===== config.mk =====
export PLATFORM = sky130hd
export DESIGN_NAME = mem_bist_master
export DESIGN_NICKNAME = d
export VERILOG_FILES = /design/src/rtl/mem_bist_master.sv
export SDC_FILE = /design/constraint.sdc
export NUM_CORES = 1
export LEC_CHECK = 0
export BUFFER_PORTS_ARGS = -buffer_cell sky130_fd_sc_hd__buf_4
export CAP_MARGIN = 20
export CORE_MARGIN = 2
export CORE_UTILIZATION = 55
export CTS_CLUSTER_SIZE = 14
export DETAILED_ROUTE_END_ITERATION = 10
export PLACE_DENSITY = 0.93
export SLEW_MARGIN = 20
export SYNTH_ARGS = -nofsm -noshare
export SYNTH_HDL_FRONTEND = slang
export SYNTH_SLANG_ARGS = --single-unit

===== constraint.sdc =====
create_clock -name clk_i -period 5.81 [get_ports clk_i]
set_input_delay 0.2905 -clock clk_i [delete_from_list [all_inputs] [get_ports clk_i]]
set_output_delay 0.2905 -clock clk_i [all_outputs]
set_load 0.05 [all_outputs]

===== src/rtl/mem_bist_master.sv =====
// Memory BIST master: writes seed+addr to every word, reads it all back and counts mismatches.
// Results (error count, first failing address) stay valid until the next accepted start.
module mem_bist_master #(
  parameter int unsigned WIDTH      = 16,
  parameter int unsigned DEPTH      = 64,
  parameter int unsigned ADDR_WIDTH = $clog2(DEPTH)
) (
  input  logic                  clk_i,
  input  logic                  rst_i,
  input  logic                  start_i,
  input  logic                  abort_i,
  input  logic [WIDTH-1:0]      seed_i,
  output logic [ADDR_WIDTH-1:0] addr_o,
  output logic [WIDTH-1:0]      wdata_o,
  output logic                  wr_rd_o,
  output logic                  valid_o,
  input  logic                  ready_i,
  input  logic [WIDTH-1:0]      rdata_i,
  output logic                  busy_o,
  output logic                  done_o,
  output logic                  pass_o,
  output logic [ADDR_WIDTH:0]   err_cnt_o,
  output logic [ADDR_WIDTH-1:0] first_err_addr_o
);

  localparam logic [ADDR_WIDTH-1:0] LastAddr = ADDR_WIDTH'(DEPTH - 1);
  localparam logic [ADDR_WIDTH:0]   MaxErr   = (ADDR_WIDTH + 1)'(DEPTH);

  typedef enum logic [1:0] {StIdle, StWrite, StRead, StDone} state_e;

  state_e                state_q, state_d;
  logic [ADDR_WIDTH-1:0] addr_q, addr_d;
  logic [ADDR_WIDTH-1:0] first_err_q, first_err_d;
  logic [WIDTH-1:0]      seed_q, seed_d;
  logic [ADDR_WIDTH:0]   err_cnt_q, err_cnt_d;

  logic             busy, xfer, last, start_ok, mismatch;
  logic [WIDTH-1:0] expected;

  assign busy     = (state_q == StWrite) || (state_q == StRead);
  assign xfer     = busy && ready_i;
  assign last     = (addr_q == LastAddr);
  assign expected = seed_q + WIDTH'(addr_q);
  assign mismatch = (rdata_i != expected);
  // Abort wins over start in DONE; in IDLE abort is meaningless and start is taken.
  assign start_ok = start_i && ((state_q == StIdle) || ((state_q == StDone) && !abort_i));

  // State register
  always_ff @(posedge clk_i or negedge rst_i) begin
    if (!rst_i) begin
      state_q <= StIdle;
    end else begin
      state_q <= state_d;
    end
  end

  // Next-state logic
  always_comb begin
    state_d = state_q;
    unique case (state_q)
      StIdle:  if (start_ok) state_d = StWrite;
      StWrite: begin
        if (abort_i)           state_d = StIdle;
        else if (xfer && last) state_d = StRead;
      end
      StRead: begin
        if (abort_i)           state_d = StIdle;
        else if (xfer && last) state_d = StDone;
      end
      StDone:  if (start_ok) state_d = StWrite;
      default: state_d = StIdle;
    endcase
  end

  // Datapath registers
  always_ff @(posedge clk_i or negedge rst_i) begin
    if (!rst_i) begin
      addr_q      <= '0;
      first_err_q <= '0;
      seed_q      <= '0;
      err_cnt_q   <= '0;
    end else begin
      addr_q      <= addr_d;
      first_err_q <= first_err_d;
      seed_q      <= seed_d;
      err_cnt_q   <= err_cnt_d;
    end
  end

  always_comb begin
    addr_d      = addr_q;
    first_err_d = first_err_q;
    seed_d      = seed_q;
    err_cnt_d   = err_cnt_q;
    if (start_ok) begin
      seed_d      = seed_i;
      addr_d      = '0;
      err_cnt_d   = '0;
      first_err_d = '0;
    end else if (xfer && !abort_i) begin
      addr_d = last ? '0 : addr_q + ADDR_WIDTH'(1);
      if ((state_q == StRead) && mismatch) begin
        if (err_cnt_q != MaxErr) err_cnt_d = err_cnt_q + (ADDR_WIDTH + 1)'(1);
        if (err_cnt_q == '0)     first_err_d = addr_q;
      end
    end
  end

  // Outputs
  always_comb begin
    busy_o           = busy;
    valid_o          = busy;
    wr_rd_o          = (state_q == StWrite);
    wdata_o          = (state_q == StWrite) ? expected : '0;
    addr_o           = addr_q;
    done_o           = (state_q == StDone);
    pass_o           = (state_q == StDone) && (err_cnt_q == '0);
    err_cnt_o        = err_cnt_q;
    first_err_addr_o = first_err_q;
  end

endmodule


==> reports/qor.yml, run 1 <==
worst_setup_path:
  required_ns: 6.03
  reg2reg_to: "err_cnt_o[3]"
  cp.buffers_inverters: 1
  endpoint: "err_cnt_o[3]"
  crit_type: "flop to flop"
  arrival_ns: 3.79
  cpMaxStageDelayCell: "or4_1"
  start_kind: "flop"
  critPathMaxStageDelay_ns: 0.67
  critPathMaxFanout: 13
  reg2reg_from: "addr_o[0]"
  end_kind: "flop"
  cp.depth: 11
  r2r_setup_slack_ns: 2.24
  r2r_cells: 11
  cp-startpoint: "addr_o[0]"
  cp_top_family: "simple AND/OR/NAND/NOR gates"
  path_cells: "ha_1, inv_1, fa_1, nand2b_1, a211o_1, a211oi_1, xnor3_1, o2111ai_1, or4_1, nand4_1, mux2i_1"
floorplanning:
  dieArea_um2: 5760
  fp.dieH_um: 75.9
  die_w_um: 75.9
  io_pins: 77
  initial_utilization_pct: 56.4
  core_area_um2: 5040
  rows: 26
worst_hold_path:
  hold_class: "input pin to flop"
  holdPathStages: 3
clock_network:
  cts_inserted_buffers: 5
  htree_levels: 2
  clk_latency_ns: 0.29
  clock-root-buffer: "clkbuf_8"
  cts_sinks: 37
  cts_tree: "built"
  clk_path_buf_depth: 2
  clkTransAtPathRegs_ns: 0.08
  post_cts_buffers: 0
route:
  viasPerCell: 5.99
  drtIter0Drc: 215
  remaining_drc_errors: 0
  wl_per_cell_um: 15.6
  dr_total_vias: 2891
  routed_wl_mm: 7.55
  ant_nets: 0
  drt_pass1_iterations: 7
global_route:
  gr-total-overflow: 0
  grt_pass1_vias: 2735
  grt_use_total_pct: 26.4
  grt_start_max_net_pins: 41
  grt_pass1_wl_mm: 12.7
  antenna_found_initial: 0
sta:
  hold_viol: 0
  max_freq_mhz: 280
  tightest_slew_ns: 0.740
  post-route-min-period_ns: 3.57
  rsz0062_at_grt: "false"
  relSlewSlack_pct: 50.7
  skew_ns: 0.00472
  slew_violations: 0
  finalCritPeriodShare_pct: 61.5
  hold_ws_ns: 0.184
  fin_setup_tns_ns: 0
  setup_viol: 0
power_and_ir_drop:
  clkPwrFrac_pct: 19.2
  total_power_mw: 1.40
  switchingPower_uw: 641
  power.density_nw_per_um2: 393
  peakVddDrop_uv: 328
  switching_share_pct: 45.6
  p_leak_nw: 1.70
  cellInternalPower_uw: 764
  seq_power_share_pct: 27.9
  combinationalPowerShare_pct: 52.9
outcome:
  status: "completed"
synthesis:
  synth_area_um2: 2840
  synth_seq_cells: 37
  synth_ff_type: "dfrtp_1"
  avgSynthCellArea_um2: 8.24
  syn-num-nets: 396
  synth_edf_count: 0
  synth_cell_types: 60
  yosysSeqAreaShare_pct: 32.6
  async_flop_share_pct: 100
  syn_inst: 345
  ys_warn_count: 0
job:
  drv_cap: 0
cells_and_area:
  drive_gt1_share_pct: 22.8
  diodes: 0
  fin_util_pct: 71.0
  fillers: 397
  area_growth_pct: 25.8
  design_area_um2: 3580
  fin_nets: 463
place:
  io_buffers: 76
  hpwl_mm: 5.67
  gp_congestion: 0.889
  dpl-instance-area_um2: 3430
-- layout make-up --
class	instances	area (µm²)	area share, %
inverter	13	48.8	1.36
clock inverter	3	68.8	1.92
tap	70	87.6	2.45
timing repair buffer	79	596	16.6
clock buffer	5	68.8	1.92
sequential	37	926	25.9
multi-input combinational	276	1780	49.8
-- worst min path at each step --
stage,endpoint,from,slack [ns]
CTS,seed_q[2],seed_i[2],0.18
finish,seed_q[2],seed_i[2],0.18
global placement,err_cnt_o[6],rst_i,0.28
detailed placement,err_cnt_o[6],rst_i,0.27
global route,seed_q[12],seed_i[12],0.20
floorplan,addr_o[0],rst_i,-0.005
-- cell usage after synthesis, types with 2 or more instances --
cell type / count / area, µm²
dfrtp_1: 37 / 926
inv_1: 13 / 48.8
nor2_1: 17 / 63.8
mux2i_1: 2 / 20.0
a41o_1: 2 / 20.0
nand2b_1: 3 / 18.8
nand3_1: 18 / 90.1
o31ai_1: 2 / 15.0
and2_1: 16 / 100
or3_1: 2 / 12.5
buf_2: 6 / 30.0
nand4_1: 5 / 31.3
a21oi_1: 22 / 110
xnor2_1: 12 / 105
o211ai_1: 2 / 15.0
ha_1: 13 / 163
a31o_2: 2 / 17.5
o21ai_0: 22 / 110
o2111ai_1: 2 / 17.5
or4_1: 4 / 30.0
nand3b_1: 2 / 15.0
nor2b_1: 4 / 25.0
a211oi_1: 3 / 22.5
and3_1: 4 / 25.0
nor3_1: 8 / 40.0
o21ai_1: 3 / 15.0
xor2_1: 12 / 105
nand2_1: 57 / 214
clkbuf_1: 10 / 37.5
nor4_1: 5 / 31.3
a31oi_1: 3 / 18.8
xnor3_1: 3 / 67.6
nor4b_1: 2 / 17.5
-- power groups by stage --
stage,Sequential [mW],Clock [mW],Combinational (mW)
2_1_floorplan,0.359,0,0.581
3_3_place_gp,0.391,0,0.720
4_1_cts,0.389,0.273,0.741
5_1_grt,0.402,0.282,0.799
3_5_place_dp,0.395,0,0.736
6_report,0.392,0.270,0.743
-- per-layer routing --
| layer | wire, µm | vias to the layer above | GRT usage, % |
|---|---|---|---|
| met5 | 0 | - | 0 |
| met4 | 131 | 0 | 8.36 |
| met3 | 472 | 17 | 3.81 |
| met2 | 3860 | 134 | 47.2 |
| met1 | 3080 | 1387 | 33.1 |
| li1 | - | 1353 | - |
-- sequential cells by signal, summed over array words and instances (netlist names) --
| name | cells |
|---|---|
| first_err_addr_o | 6 |
| err_cnt_o | 7 |
| addr_o | 6 |
| state_q | 2 |
| seed_q | 16 |
-- tightest hold or removal path: stages --
cell,delay [ns]
buf_4,0.07
nand2_1,0.04
nand2_1,0.05
-- placed cells by master (no fill, tap or decap), types with 13 or more instances in the layout --
cell type / netlist / final
a21oi_1: 22 / 22
and2_1: 16 / 16
dfrtp_1: 37 / 37
nand3_1: 18 / 18
buf_4: 1 / 78
o21ai_0: 22 / 22
ha_1: 13 / 13
nor2_1: 17 / 17
inv_1: 13 / 13
nand2_1: 57 / 57
-- what timing repair did --
| action | in CTS | in global routing |
|---|---|---|
| resized for setup | 0 | 0 |
| hold endpoints to repair | 37 | 0 |
| hold buffers | 1 | 0 |
-- through the flow --
| stage | instances | setup WS [ns] |
|---|---|---|
| final | 483 | 2.24 |
| after global routing | 483 | 2.00 |
| after CTS | 483 | 2.25 |
| after detailed placement | 474 | 2.28 |
| after global placement | 474 | 2.41 |
| after floorplan | 345 | 2.27 |
-- kinds of logic after synthesis --
group           after synthesis  synth area share (%)
buf+inv                      32                  4.88
mux                           2                 0.704
compound gates               78                  17.7
flops                        37                  32.6
fa+ha+maj                    14                  6.42
xor+xnor                     28                  10.6
simple gates                154                  27.1
(Power assumes the default switching activity.)
==> run 2: changes to the inputs <==
ABC_AREA = 1   (was default)
CORE_UTILIZATION = 54   (was 55)
PLACE_DENSITY = 0.91   (was 0.93)
clock period = 3.43 ns   (was 5.81 ns; I/O delays follow)
==> run 2 against run 1 <==
Effect of this change:
- utilization decreased by 2.5 points
- maximum frequency increased by 23%
- worst setup slack worse by 1.7 ns
- non-clock buffer count down 1
- count of clock-buffer cells in the layout rose by 1
- hold slack worse by 0.11 ns
- synthesized cell count grew 38%
- final cell count increased by 30%
- sequential share of layout area fell by 0.85 points
- first-iteration DRC count rose by 3.3%
- critical path depth increased by 9
==> reports/qor.yml, run 2 <==
outcome:
  status: "completed"  # unchanged
cells_and_area:
  fillers: 481  # was 397
  layout_common_cells: "152 x nand2_1, 77 x buf_4, 73 x inv_1, 73 x nand3_1, 48 x nor2_1"  # was 78 x buf_4, 57 x nand2_1, 37 x dfrtp_1, 22 x a21oi_1, 22 x o21ai_0
  fin_nets: 604  # was 463
  largest_reg_flops: 16  # unchanged
  diodes: 0  # unchanged
  area.sequential_um2: 926  # unchanged
  drive_gt1_share_pct: 17.9  # was 22.8%
  final_common_cell: "nand2_1"  # was buf_4
  top_register: "seed_q"  # unchanged
  area_growth_pct: 24.5  # was 25.8%
  multi_input_area_um2: 1720  # was 1780 µm²
power_and_ir_drop:
  peakVddDrop_uv: 522  # was 328 µV
  switchingPower_mw: 1.68  # was 641 µW
  power.density_nw_per_um2: 812  # was 393 nW/µm²
  clkPwrFrac_pct: 10.5  # was 19.2%
  combinationalPowerShare_pct: 64.3  # was 52.9%
  p_leak_nw: 2.11  # was 1.70 nW
  cellInternalPower_mw: 1.33  # was 764 µW
  seq_power_share_pct: 25.3  # was 27.9%
  switching_share_pct: 55.9  # was 45.6%
floorplanning:
  initial_utilization_pct: 55.0  # was 56.4%
  core_area_um2: 5410  # was 5040 µm²
  dieArea_um2: 6110  # was 5760 µm²
  die_w_um: 78.2  # was 75.9 µm
  io_pins: 77  # unchanged
  fp.dieH_um: 78.2  # was 75.9 µm
  rows: 27  # was 26
global_route:
  grt_use_total_pct: 26.3  # was 26.4%
  grtUsageMet1_pct: 31.1  # was 33.1%
  use_met2_pct: 49.0  # was 47.2%
  top_usage_layer: "met2"  # unchanged
  grt_start_max_net_pins: 39  # was 41
  use_met3_pct: 3.22  # was 3.81%
  grt_pass1_wl_mm: 13.1  # was 12.7 mm
  antenna_found_initial: 0  # unchanged
  gr-total-overflow: 0  # unchanged
  grt_pass1_vias: 3111  # was 2735
sta:
  slew_violations: 0  # unchanged
  hold_viol: 0  # unchanged
  setup_slack_ns: 0.526  # was 2.24 ns
  fin_setup_tns_ns: 0  # unchanged
  max_freq_mhz: 344  # was 280 MHz
  skew_ns: 0.00971  # was 0.00472 ns
  post-route-min-period_ns: 2.90  # was 3.57 ns
  relSlewSlack_pct: 55.6  # was 50.7%
  rsz0062_at_grt: "false"  # unchanged
  finalCritPeriodShare_pct: 84.7  # was 61.5%
  setup_viol: 0  # unchanged
  tightest_slew_ns: 0.663  # was 0.740 ns
clock_network:
  clk_latency_ns: 0.29  # about the same
  cts_sinks: 37  # unchanged
  clkTransAtPathRegs_ns: 0.08  # about the same
  clk_path_buf_depth: 2  # unchanged
  cts_tree: "built"  # unchanged
  cts.repair.resized: 0  # unchanged
  htree_levels: 2  # unchanged
  cts_inserted_buffers: 5  # unchanged
  clock-root-buffer: "clkbuf_8"  # unchanged
worst_setup_path:
  arrival_ns: 3.13  # was 3.79 ns
  required_ns: 3.66  # was 6.03 ns
  crit_type: "flop to flop"  # unchanged
  critPathMaxFanout: 15  # was 13
  end_kind: "flop"  # unchanged
  start_kind: "flop"  # unchanged
synthesis:
  yosysSeqAreaShare_pct: 31.2  # was 32.6%
  async_flop_share_pct: 100  # unchanged
  syn-num-nets: 528  # was 396
  ys_warn_count: 0  # unchanged
  synth_ff_type: "dfrtp_1"  # unchanged
  netlist.area_leader.share_pct: 31.2  # was 32.6%
  syn_inst: 477  # was 345
  yosys.area.top_type: "dfrtp_1"  # unchanged
  synth_commonest_cells: "152 x nand2_1, 73 x inv_1, 73 x nand3_1"  # was 57 x nand2_1, 37 x dfrtp_1, 22 x a21oi_1, 22 x o21ai_0, 18 x nand3_1
  synthTopCellsByArea: "dfrtp_1 31%, nand2_1 19%, nand3_1 12%, inv_1 9.2%, nor2_1 6.1%"  # was dfrtp_1 33%, nand2_1 7.5%, ha_1 5.7%, a21oi_1 3.9%, o21ai_0 3.9%
  synth_seq_cells: 37  # unchanged
  avgSynthCellArea_um2: 6.23  # was 8.24 µm²
  synth_cell_types: 31  # was 60
  synth_edf_count: 0  # unchanged
  yosysMostFrequentCell: "nand2_1"  # unchanged
  synth_area_um2: 2970  # was 2840 µm²
route:
  dr_total_vias: 3296  # was 2891
  wl_per_cell_um: 12.7  # was 15.6 µm
  viasPerCell: 5.27  # was 5.99
  drtIter0Drc: 222  # was 215
  routed_wl_mm: 7.97  # was 7.55 mm
  remaining_drc_errors: 0  # unchanged
  ant_nets: 0  # unchanged
  drt_pass1_iterations: 5  # was 7
place:
  place_ws_ns: 0.588  # was 2.28 ns
  gp_congestion: 0.935  # was 0.889
  io_buffers: 76  # unchanged
  hpwl_mm: 6.40  # was 5.67 mm
worst_hold_path:
  hold_class: "input pin to flop"  # unchanged
job:
  drv_cap: 0  # unchanged
## run 2: changes by cell type after synthesis, sizes merged, moves of 5 or more
cell and delta:
nand3 +56, and2 -17, nand2 +102, o21ai -5, nor4 -5, nor2 +33
buf -6, xnor2 -11, inv +61, xor2 -9
## run 2: routing by layer
layer	up-vias	share of wire [%]
li1	1656	-
met1	1488	42
met2	133	50
met3	19	6.3
met4	0	2.2
met5	-	0
## run 2: cells by family after synthesis
group,count (synthesis),share of synthesized area [%]
and+or+nand+nor,296,42.7
buffers and inverters,83,10.9
AOI/OAI and AO/OA,43,7.87
DFF,37,31.2
adders and majority gates,14,6.15
xor gates and xnor gates,4,1.18
## run 2: cell type report
type	count	area share, %
multi-input cells	357	46.5
flip-flops and latches	37	25.0
clock inverters	2	0.372
inverters	74	7.51
well taps	72	2.43
repair buffers	78	15.9
clock buffers	6	2.23
## run 2: what timing repair did
| action | in CTS | in global routing |
|---|---|---|
| hold endpoints to repair | 37 | 0 |
| hold buffers | 1 | 0 |
| setup buffers | 0 | 0 |
## run 2: through the flow
| step | area [µm²] | std cells | total power [mW] | hold WS, ns | util [%] |
|---|---|---|---|---|---|
| floorplan | 2970 | 477 | 2.15 | -0.124 | - |
| global placement | 3590 | 617 | 2.62 | 0.155 | 66.5 |
| detailed placement | 3590 | 617 | 2.68 | 0.163 | 66.5 |
| CTS | 3700 | 626 | 3.00 | 0.0805 | 68.4 |
| global route | 3700 | 626 | 3.24 | 0.0870 | 68.4 |
| finish | 3700 | 626 | 3.01 | 0.0787 | 68.4 |
## run 2: path summary, 6_finish.rpt
| kind | to | startpoint | cells after the start | slack, ns |
|---|---|---|---|---|
| worst max-delay path | err_cnt_o[2] | addr_o[0] | 20 | 0.53 |
| worst min-delay path | seed_q[9] | seed_i[9] | 3 | 0.08 |
| worst max register to register | err_cnt_o[2] | addr_o[0] | 20 | 0.53 |
| worst min register to register | first_err_addr_o[3] | first_err_addr_o[3] | 2 | 0.49 |
| max in group asynchronous | state_q[1] | rst_i | 2 | 2.71 |
| min in group asynchronous | err_cnt_o[2] | rst_i | 2 | 0.38 |
## run 2: power groups by stage
stage | Sequential (mW) | Combinational (mW) | Clock (mW)
floorplan | 0.913 | 1.23 | 0
finish | 0.759 | 1.93 | 0.315
detailed placement | 0.761 | 1.92 | 0
global route | 0.781 | 2.12 | 0.337
CTS | 0.755 | 1.93 | 0.316
global placement | 0.753 | 1.87 | 0
## run 2: critical path: stages, from the launching register on
cell,delay [ns]
dfrtp_1,0.42
ha_1,0.23
inv_1,0.07
fa_1,0.39
inv_1,0.14
nand3_1,0.13
nand2_1,0.15
nand2_1,0.08
nand2_1,0.06
nand2_1,0.07
nand2_1,0.06
nand2_1,0.05
nand2_1,0.06
nand3_1,0.07
nor2_1,0.16
nand3_1,0.10
nand2_1,0.08
nand2_2,0.18
nand2_2,0.21
nand2_1,0.07
nand2_1,0.07
